## config.mk

```make
export PLATFORM = sky130hd
export DESIGN_NAME = compare_seq_ctrl_flat
export DESIGN_NICKNAME = d
export VERILOG_FILES = /design/src/rtl/compare_seq_ctrl_pkg.sv /design/src/rtl/compare_seq_ctrl_if.sv /design/src/rtl/compare_seq_ctrl_cond_eval.sv /design/src/rtl/compare_seq_ctrl.sv /design/src/flat_wrapper.sv
export SDC_FILE = /design/constraint.sdc
export NUM_CORES = 1
export LEC_CHECK = 0
export BUFFER_PORTS_ARGS = -buffer_cell sky130_fd_sc_hd__buf_2
export CAP_MARGIN = 5
export CORE_MARGIN = 8
export CORE_UTILIZATION = 40
export DETAILED_ROUTE_END_ITERATION = 12
export SYNTH_ARGS = -nofsm -noshare
export SYNTH_HDL_FRONTEND = slang
export SYNTH_HIERARCHICAL = 1
export SYNTH_SLANG_ARGS = --single-unit
```

## constraint.sdc

```tcl
create_clock -name clk_i -period 4.06 [get_ports clk_i]
set_input_delay 0.203 -clock clk_i [delete_from_list [all_inputs] [get_ports clk_i]]
set_output_delay 0.203 -clock clk_i [all_outputs]
set_load 0.02 [all_outputs]
```

## src/rtl/compare_seq_ctrl_pkg.sv

```systemverilog
// Shared definitions for the sequential branch-condition compare:
// condition codes and FSM state encoding.
package compare_seq_ctrl_pkg;

    localparam logic [2:0] CC_LT      = 3'b000;
    localparam logic [2:0] CC_GT      = 3'b001;
    localparam logic [2:0] CC_LE      = 3'b010;
    localparam logic [2:0] CC_GE      = 3'b011;
    localparam logic [2:0] CC_NE      = 3'b100;
    localparam logic [2:0] CC_EQ      = 3'b110;
    localparam logic [2:0] CC_INVALID = 3'b111;

    typedef enum logic [1:0] {
        IDLE = 2'b00,
        SCAN = 2'b01,
        DONE = 2'b10
    } state_t;

endpackage

```

## src/rtl/compare_seq_ctrl_if.sv

```systemverilog
// Request/response bundle between branch decode and the sequential compare.
interface compare_seq_ctrl_if #(
    parameter int WIDTH = 32
);
    // Both channels: a transfer happens on a rising clk edge where valid & ready
    // are high; the sender holds valid and payload stable until that edge.
    logic             req_valid_i;
    logic             req_ready_o;
    logic [WIDTH-1:0] src1_i;
    logic [WIDTH-1:0] src2_i;
    logic [2:0]       comp_i;
    logic             signed_i;
    logic             rsp_valid_o;
    logic             rsp_ready_i;
    logic             result_o;
    logic             less_o;
    logic             equal_o;
    logic             busy_o;

    modport slave (
        input  req_valid_i, src1_i, src2_i, comp_i, signed_i, rsp_ready_i,
        output req_ready_o, rsp_valid_o, result_o, less_o, equal_o, busy_o
    );

    modport master (
        output req_valid_i, src1_i, src2_i, comp_i, signed_i, rsp_ready_i,
        input  req_ready_o, rsp_valid_o, result_o, less_o, equal_o, busy_o
    );
endinterface

```

## src/rtl/compare_seq_ctrl_cond_eval.sv

```systemverilog
// Combinational condition evaluation from (less, equal, condition code).
module compare_seq_ctrl_cond_eval
    import compare_seq_ctrl_pkg::*;
(
    input  logic       less,
    input  logic       equal,
    input  logic [2:0] comp,
    output logic       result
);

    always_comb begin
        result = 1'b0;
        case (comp)
            CC_LT:   result = less & ~equal;
            CC_GT:   result = ~less & ~equal;
            CC_LE:   result = less | equal;
            CC_GE:   result = ~less | equal;
            CC_EQ:   result = equal & ~less;
            CC_NE:   result = ~equal;
            default: result = 1'b0;
        endcase
    end

endmodule

```

## src/rtl/compare_seq_ctrl.sv

```systemverilog
// Multi-cycle compare: scans operands MSB chunk first, CHUNK bits per clock.
// Define COMPARE_SEQ_EARLY_EXIT_EN to finish the scan at the first differing chunk.
module compare_seq_ctrl
    import compare_seq_ctrl_pkg::*;
#(
    parameter int WIDTH = 32,
    parameter int CHUNK = 8
) (
    input  logic                clk_i,
    input  logic                rst_i,
    compare_seq_ctrl_if.slave   bus,
    output state_t              state_o
);

    localparam int NCHUNK = WIDTH / CHUNK;
    localparam int IW     = (NCHUNK > 1) ? $clog2(NCHUNK) : 1;

    state_t             state, state_n;
    logic [IW-1:0]      idx;
    logic [WIDTH-1:0]   a_r, b_r;
    logic [2:0]         comp_r;
    logic               signed_r;
    logic               lt_r, eq_r;
    logic               result_r, less_r, equal_r;

    logic [CHUNK-1:0]   chunk_a, chunk_b;
    logic               chunk_lt;
    logic               lt_n, eq_n;
    logic               scan_exit;
    logic               cond_out;
    logic               accept;

    assign accept          = bus.req_valid_i && (state == IDLE);
    assign bus.req_ready_o = (state == IDLE);
    assign bus.busy_o      = (state != IDLE);
    assign bus.rsp_valid_o = (state == DONE);
    assign bus.result_o    = result_r;
    assign bus.less_o      = less_r;
    assign bus.equal_o     = equal_r;
    assign state_o         = state;

    always_comb begin
        chunk_a = '0;
        chunk_b = '0;
        for (int k = 0; k < NCHUNK; k++) begin
            if (idx == IW'(k)) begin
                chunk_a = a_r[k*CHUNK +: CHUNK];
                chunk_b = b_r[k*CHUNK +: CHUNK];
            end
        end
    end

    // Only the top chunk carries the sign; lower chunks are magnitude bits.
    always_comb begin
        if (signed_r && (idx == IW'(NCHUNK-1)))
            chunk_lt = ($signed(chunk_a) < $signed(chunk_b));
        else
            chunk_lt = (chunk_a < chunk_b);
    end

    assign eq_n = eq_r & (chunk_a == chunk_b);
    assign lt_n = (eq_r && (chunk_a != chunk_b)) ? chunk_lt : lt_r;

`ifdef COMPARE_SEQ_EARLY_EXIT_EN
    assign scan_exit = (idx == '0) || (eq_r && !eq_n);
`else
    assign scan_exit = (idx == '0);
`endif

    // Evaluated on the post-update flags so the DONE-entry register sees the final chunk.
    compare_seq_ctrl_cond_eval u_cond_eval (
        .less   (lt_n),
        .equal  (eq_n),
        .comp   (comp_r),
        .result (cond_out)
    );

    always_comb begin
        state_n = state;
        case (state)
            IDLE:    if (accept) state_n = SCAN;
            SCAN:    if (scan_exit) state_n = DONE;
            DONE:    if (bus.rsp_ready_i) state_n = IDLE;
            default: state_n = IDLE;
        endcase
    end

    always_ff @(posedge clk_i or negedge rst_i) begin
        if (!rst_i) begin
            state    <= IDLE;
            idx      <= '0;
            a_r      <= '0;
            b_r      <= '0;
            comp_r   <= '0;
            signed_r <= 1'b0;
            lt_r     <= 1'b0;
            eq_r     <= 1'b0;
            result_r <= 1'b0;
            less_r   <= 1'b0;
            equal_r  <= 1'b0;
        end else begin
            state <= state_n;
            case (state)
                IDLE: begin
                    if (accept) begin
                        a_r      <= bus.src1_i;
                        b_r      <= bus.src2_i;
                        comp_r   <= bus.comp_i;
                        signed_r <= bus.signed_i;
                        idx      <= IW'(NCHUNK-1);
                        eq_r     <= 1'b1;
                        lt_r     <= 1'b0;
                    end
                end
                SCAN: begin
                    lt_r <= lt_n;
                    eq_r <= eq_n;
                    idx  <= idx - 1'b1;
                    if (scan_exit) begin
                        result_r <= cond_out;
                        less_r   <= lt_n;
                        equal_r  <= eq_n;
                    end
                end
                default: ;
            endcase
        end
    end

endmodule

```

## src/flat_wrapper.sv

```systemverilog
// flat-port wrapper written by rule: the top's interface ports become plain ports
module compare_seq_ctrl_flat import compare_seq_ctrl_pkg::*;
#(
    parameter int WIDTH = 32,
    parameter int CHUNK = 8
)
  (clk_i, rst_i, state_o, bus_req_valid_i, bus_src1_i, bus_src2_i, bus_comp_i, bus_signed_i, bus_rsp_ready_i, bus_req_ready_o, bus_rsp_valid_o, bus_result_o, bus_less_o, bus_equal_o, bus_busy_o);
  compare_seq_ctrl_if #(.WIDTH(WIDTH)) bus_i ();
  input  logic clk_i;
  input  logic rst_i;
  output state_t state_o;
  input wire logic [$bits(bus_i.req_valid_i)-1:0] bus_req_valid_i;
  input wire logic [$bits(bus_i.src1_i)-1:0] bus_src1_i;
  input wire logic [$bits(bus_i.src2_i)-1:0] bus_src2_i;
  input wire logic [$bits(bus_i.comp_i)-1:0] bus_comp_i;
  input wire logic [$bits(bus_i.signed_i)-1:0] bus_signed_i;
  input wire logic [$bits(bus_i.rsp_ready_i)-1:0] bus_rsp_ready_i;
  output wire logic [$bits(bus_i.req_ready_o)-1:0] bus_req_ready_o;
  output wire logic [$bits(bus_i.rsp_valid_o)-1:0] bus_rsp_valid_o;
  output wire logic [$bits(bus_i.result_o)-1:0] bus_result_o;
  output wire logic [$bits(bus_i.less_o)-1:0] bus_less_o;
  output wire logic [$bits(bus_i.equal_o)-1:0] bus_equal_o;
  output wire logic [$bits(bus_i.busy_o)-1:0] bus_busy_o;
  assign bus_i.req_valid_i = bus_req_valid_i;
  assign bus_i.src1_i = bus_src1_i;
  assign bus_i.src2_i = bus_src2_i;
  assign bus_i.comp_i = bus_comp_i;
  assign bus_i.signed_i = bus_signed_i;
  assign bus_i.rsp_ready_i = bus_rsp_ready_i;
  assign bus_req_ready_o = bus_i.req_ready_o;
  assign bus_rsp_valid_o = bus_i.rsp_valid_o;
  assign bus_result_o = bus_i.result_o;
  assign bus_less_o = bus_i.less_o;
  assign bus_equal_o = bus_i.equal_o;
  assign bus_busy_o = bus_i.busy_o;
  compare_seq_ctrl #(.WIDTH(WIDTH), .CHUNK(CHUNK)) u_core (.clk_i(clk_i), .rst_i(rst_i), .bus(bus_i), .state_o(state_o));
endmodule
```

==> results.py <==
metrics = {
    "timing": {
        "slew_headroom_pct": 35.9,
        "rsz0062_at_grt": "no",
        "setup_violations": 0,
        "tns_ps": 0,
        "finalCritPeriodShare_pct": 90.8,
        "fmax_mhz": 271,
        "timing.final.crit_period_ps": 3680,
        "worst-slew-pin-transition_ps": 962,
        "fin_skew_ps": 8.05,
        "final-hold-violation-count": 0,
        "drv_slew": 0,
    },
    "placed_design": {
        "gp_congestion": 0.750,
        "numPortBuffers": 79,
        "dp_hpwl_um": 6140,
        "dpl_cell_area_um2": 4180,
    },
    "layout": {
        "final_cell_mix": "buf_2 (78), dfrtp_1 (77), mux2_2 (69), nor2_1 (34), a21oi_1 (29)",
        "drive_gt1_share_pct": 44.0,
        "final_nets": 479,
        "final_common_cell": "buf_2",
        "design_area_um2": 4390,
        "area_growth_pct": 19.0,
        "n_antenna_cell": 0,
    },
    "worst_setup_path": {
        "worstPathCellList": "inv_1 -> ha_1 -> nor2b_2 -> buf_6 -> a22oi_1 -> nor2_1 -> a21oi_1 -> nor2_1 -> a21oi_1 -> ha_1 -> a21oi_1 -> nor2_1 -> a2111oi_4 -> xor2_1 -> a21oi_2 -> nor3_1 -> nor2_1 -> o211a_1 -> mux2_2",
        "crit_top_cell": "nor2_1",
        "required_ps": 4300,
        "slowest_delay_ps": 390,
        "path_max_fanout": 15,
        "cp-end-kind": "flop",
        "crit_path_top_delay_cell": "dfrtp_1",
        "critPathLaunchType": "flop",
        "crit_family": "compound AO/OA/AOI/OAI gates",
        "worstPathArrival_ps": 3920,
        "crit_type": "reg -> reg",
        "path_buf_inv": 2,
    },
    "drt": {
        "drtIter0Drc": 181,
        "drc": 0,
        "wl_um": 8670,
        "viasPerCell": 5.14,
        "drtPass1Iterations": 4,
        "routedWlPerCell_um": 17.0,
        "postRouteAntennaNets": 0,
        "via_count": 2615,
    },
    "global_routing": {
        "track_usage_pct": 14.5,
        "grt_max_degree": 78,
        "grt_antenna_before_repair": 0,
        "grt_pass1_vias": 2918,
        "grt_overflow": 0,
        "grt_pass1_wl_um": 14500,
    },
    "floorplan": {
        "dieArea_um2": 12600,
        "die_x_um": 112,
        "die_y_um": 112,
        "core.rowCount": 35,
        "initial_utilization_pct": 40.5,
        "coreArea_um2": 9110,
        "ios": 80,
    },
    "clock_tree": {
        "path_clk_slew_ps": 80,
        "cts.sinks": 77,
        "root_buffer": "clkbuf_8",
        "numCtsBuffers": 9,
        "clockBufferDepth": 2,
        "cts_tree": "built",
        "clk_latency_ps": 350,
        "ctsHoldBuffers": 0,
        "h-tree-depth": 3,
    },
    "synthesis": {
        "netlist_instances": 317,
        "synth_seq_area_share_pct": 52.2,
        "synth_seq_cells": 77,
        "synth_compound_area_share_pct": 11.3,
        "netlist_area_um2": 3690,
        "async_reset_ff_share_pct": 100,
        "ys_warn_count": 6,
        "synth_cell_types": 30,
        "ys.flop_type": "dfrtp_1",
        "yosys.area_share.adder_pct": 4.07,
        "synth_mux_area_share_pct": 21.3,
        "synthSimpleGateAreaFrac_pct": 8.07,
        "synthXorXnorAreaFrac_pct": 0.237,
        "syn_avg_cell_area_um2": 11.6,
        "synth_top_family_by_area": "multiplexers",
        "syn-num-nets": 401,
        "synth_edf_count": 0,
    },
    "power": {
        "p_leak_uw": 0.00201,
        "vdd_drop_max_mv": 0.306,
        "power_density_nw_per_um2": 896,
    },
    "worst_hold_path": {
        "hold_class": "in -> async",
    },
    "outcome": {
        "status": "completed",
    },
    "job": {
        "max_cap_violations": 0,
    },
}
==> path summary, 6_finish.rpt <==
check / from / to / slack (ps) / cells after the start
max: u_core/idx[0] / u_core/bus.result_o / 380 / 19
max reg2reg: u_core/idx[0] / u_core/bus.result_o / 380 / 19
min: rst_i / u_core/a_r[12] / 4 / 1
max in group asynchronous: rst_i / u_core/bus.less_o / 3430 / 1
min in group clk_i: bus_rsp_ready_i / u_core/state_o[1] / 60 / 2
min reg2reg: u_core/bus.equal_o / u_core/bus.equal_o / 490 / 2
==> per-layer routing <==
metal,track usage [%],share of wire [%],up-vias
met2,22.9,46,65
met3,4.72,5.8,6
li1,-,-,1280
met5,0,0,-
met1,18.3,47,1264
met4,5.04,1.0,0
==> power by group <==
part / switching, uW / internal (uW)
sequential: 243 / 1160
combinational: 1010 / 976
clock: 262 / 294
==> cells in the mapped netlist, types with 2 or more instances <==
| cell type | number | area, um2 |
|---|---|---|
| dfrtp_1 | 77 | 1930 |
| mux2_2 | 69 | 777 |
| nor2_1 | 34 | 128 |
| a21oi_1 | 30 | 150 |
| a22oi_1 | 15 | 113 |
| nand2_1 | 15 | 56.3 |
| o21ai_0 | 14 | 70.1 |
| ha_1 | 12 | 150 |
| buf_2 | 10 | 50.1 |
| clkbuf_1 | 8 | 30.0 |
| inv_1 | 5 | 18.8 |
| nand4_1 | 3 | 18.8 |
| nor2b_1 | 3 | 18.8 |
| nor3_1 | 3 | 15.0 |
| and2_1 | 2 | 12.5 |
| nand2b_1 | 2 | 12.5 |
| o21ai_1 | 2 | 10.0 |
==> repair_timing <==
item / 4_1_cts / 5_1_grt
resized for setup: 0 / 5
endpoints found under the hold margin: 0 / 0
endpoints found under the setup margin: 0 / 1
buffers inserted: 0 / 2
==> cell families after synthesis <==
group | after synthesis
buf+inv | 24
compound gates | 67
mux | 70
flops | 77
xor+xnor | 1
fa+ha+maj | 12
simple gates | 66
==> sequential cells by signal, indices dropped and copies added (netlist names), 2 cells and up <==
name	count
u_core/a_r	32
u_core/state_o	2
u_core/idx	2
u_core/b_r	32
u_core/comp_r	3
==> final cells by class <==
class | instances | area, um2
inverters | 5 | 18.8
flip-flops and latches | 77 | 1930
clock buffers | 12 | 145
clock inverters | 2 | 35.0
fillers | 858 | 4720
repair buffers | 86 | 454
multi-input cells | 216 | 1670
well taps | 111 | 139
==> worst register-to-register path, delay by kind of cell (launching register included) <==
kind / cells / cell delay [ps]
compound gates: 7 / 1270
xor+xnor: 1 / 280
fa+ha+maj: 2 / 510
buf+inv: 2 / 240
flops: 1 / 390
mux: 1 / 260
simple gates: 6 / 630
==> through the flow <==
step,setup WS (ps),instances,power [uW],util [%],hold slack [ps]
2_1_floorplan,453,317,2850,-,-92.6
3_3_place_gp,356,493,3250,45.9,414
3_5_place_dp,230,493,3320,45.9,402
4_1_cts,204,507,3890,47.9,40.4
5_1_grt,75.0,509,4250,48.2,49.4
6_report,375,509,3940,48.2,3.90
No activity file was read; power rests on OpenSTA's default activity.
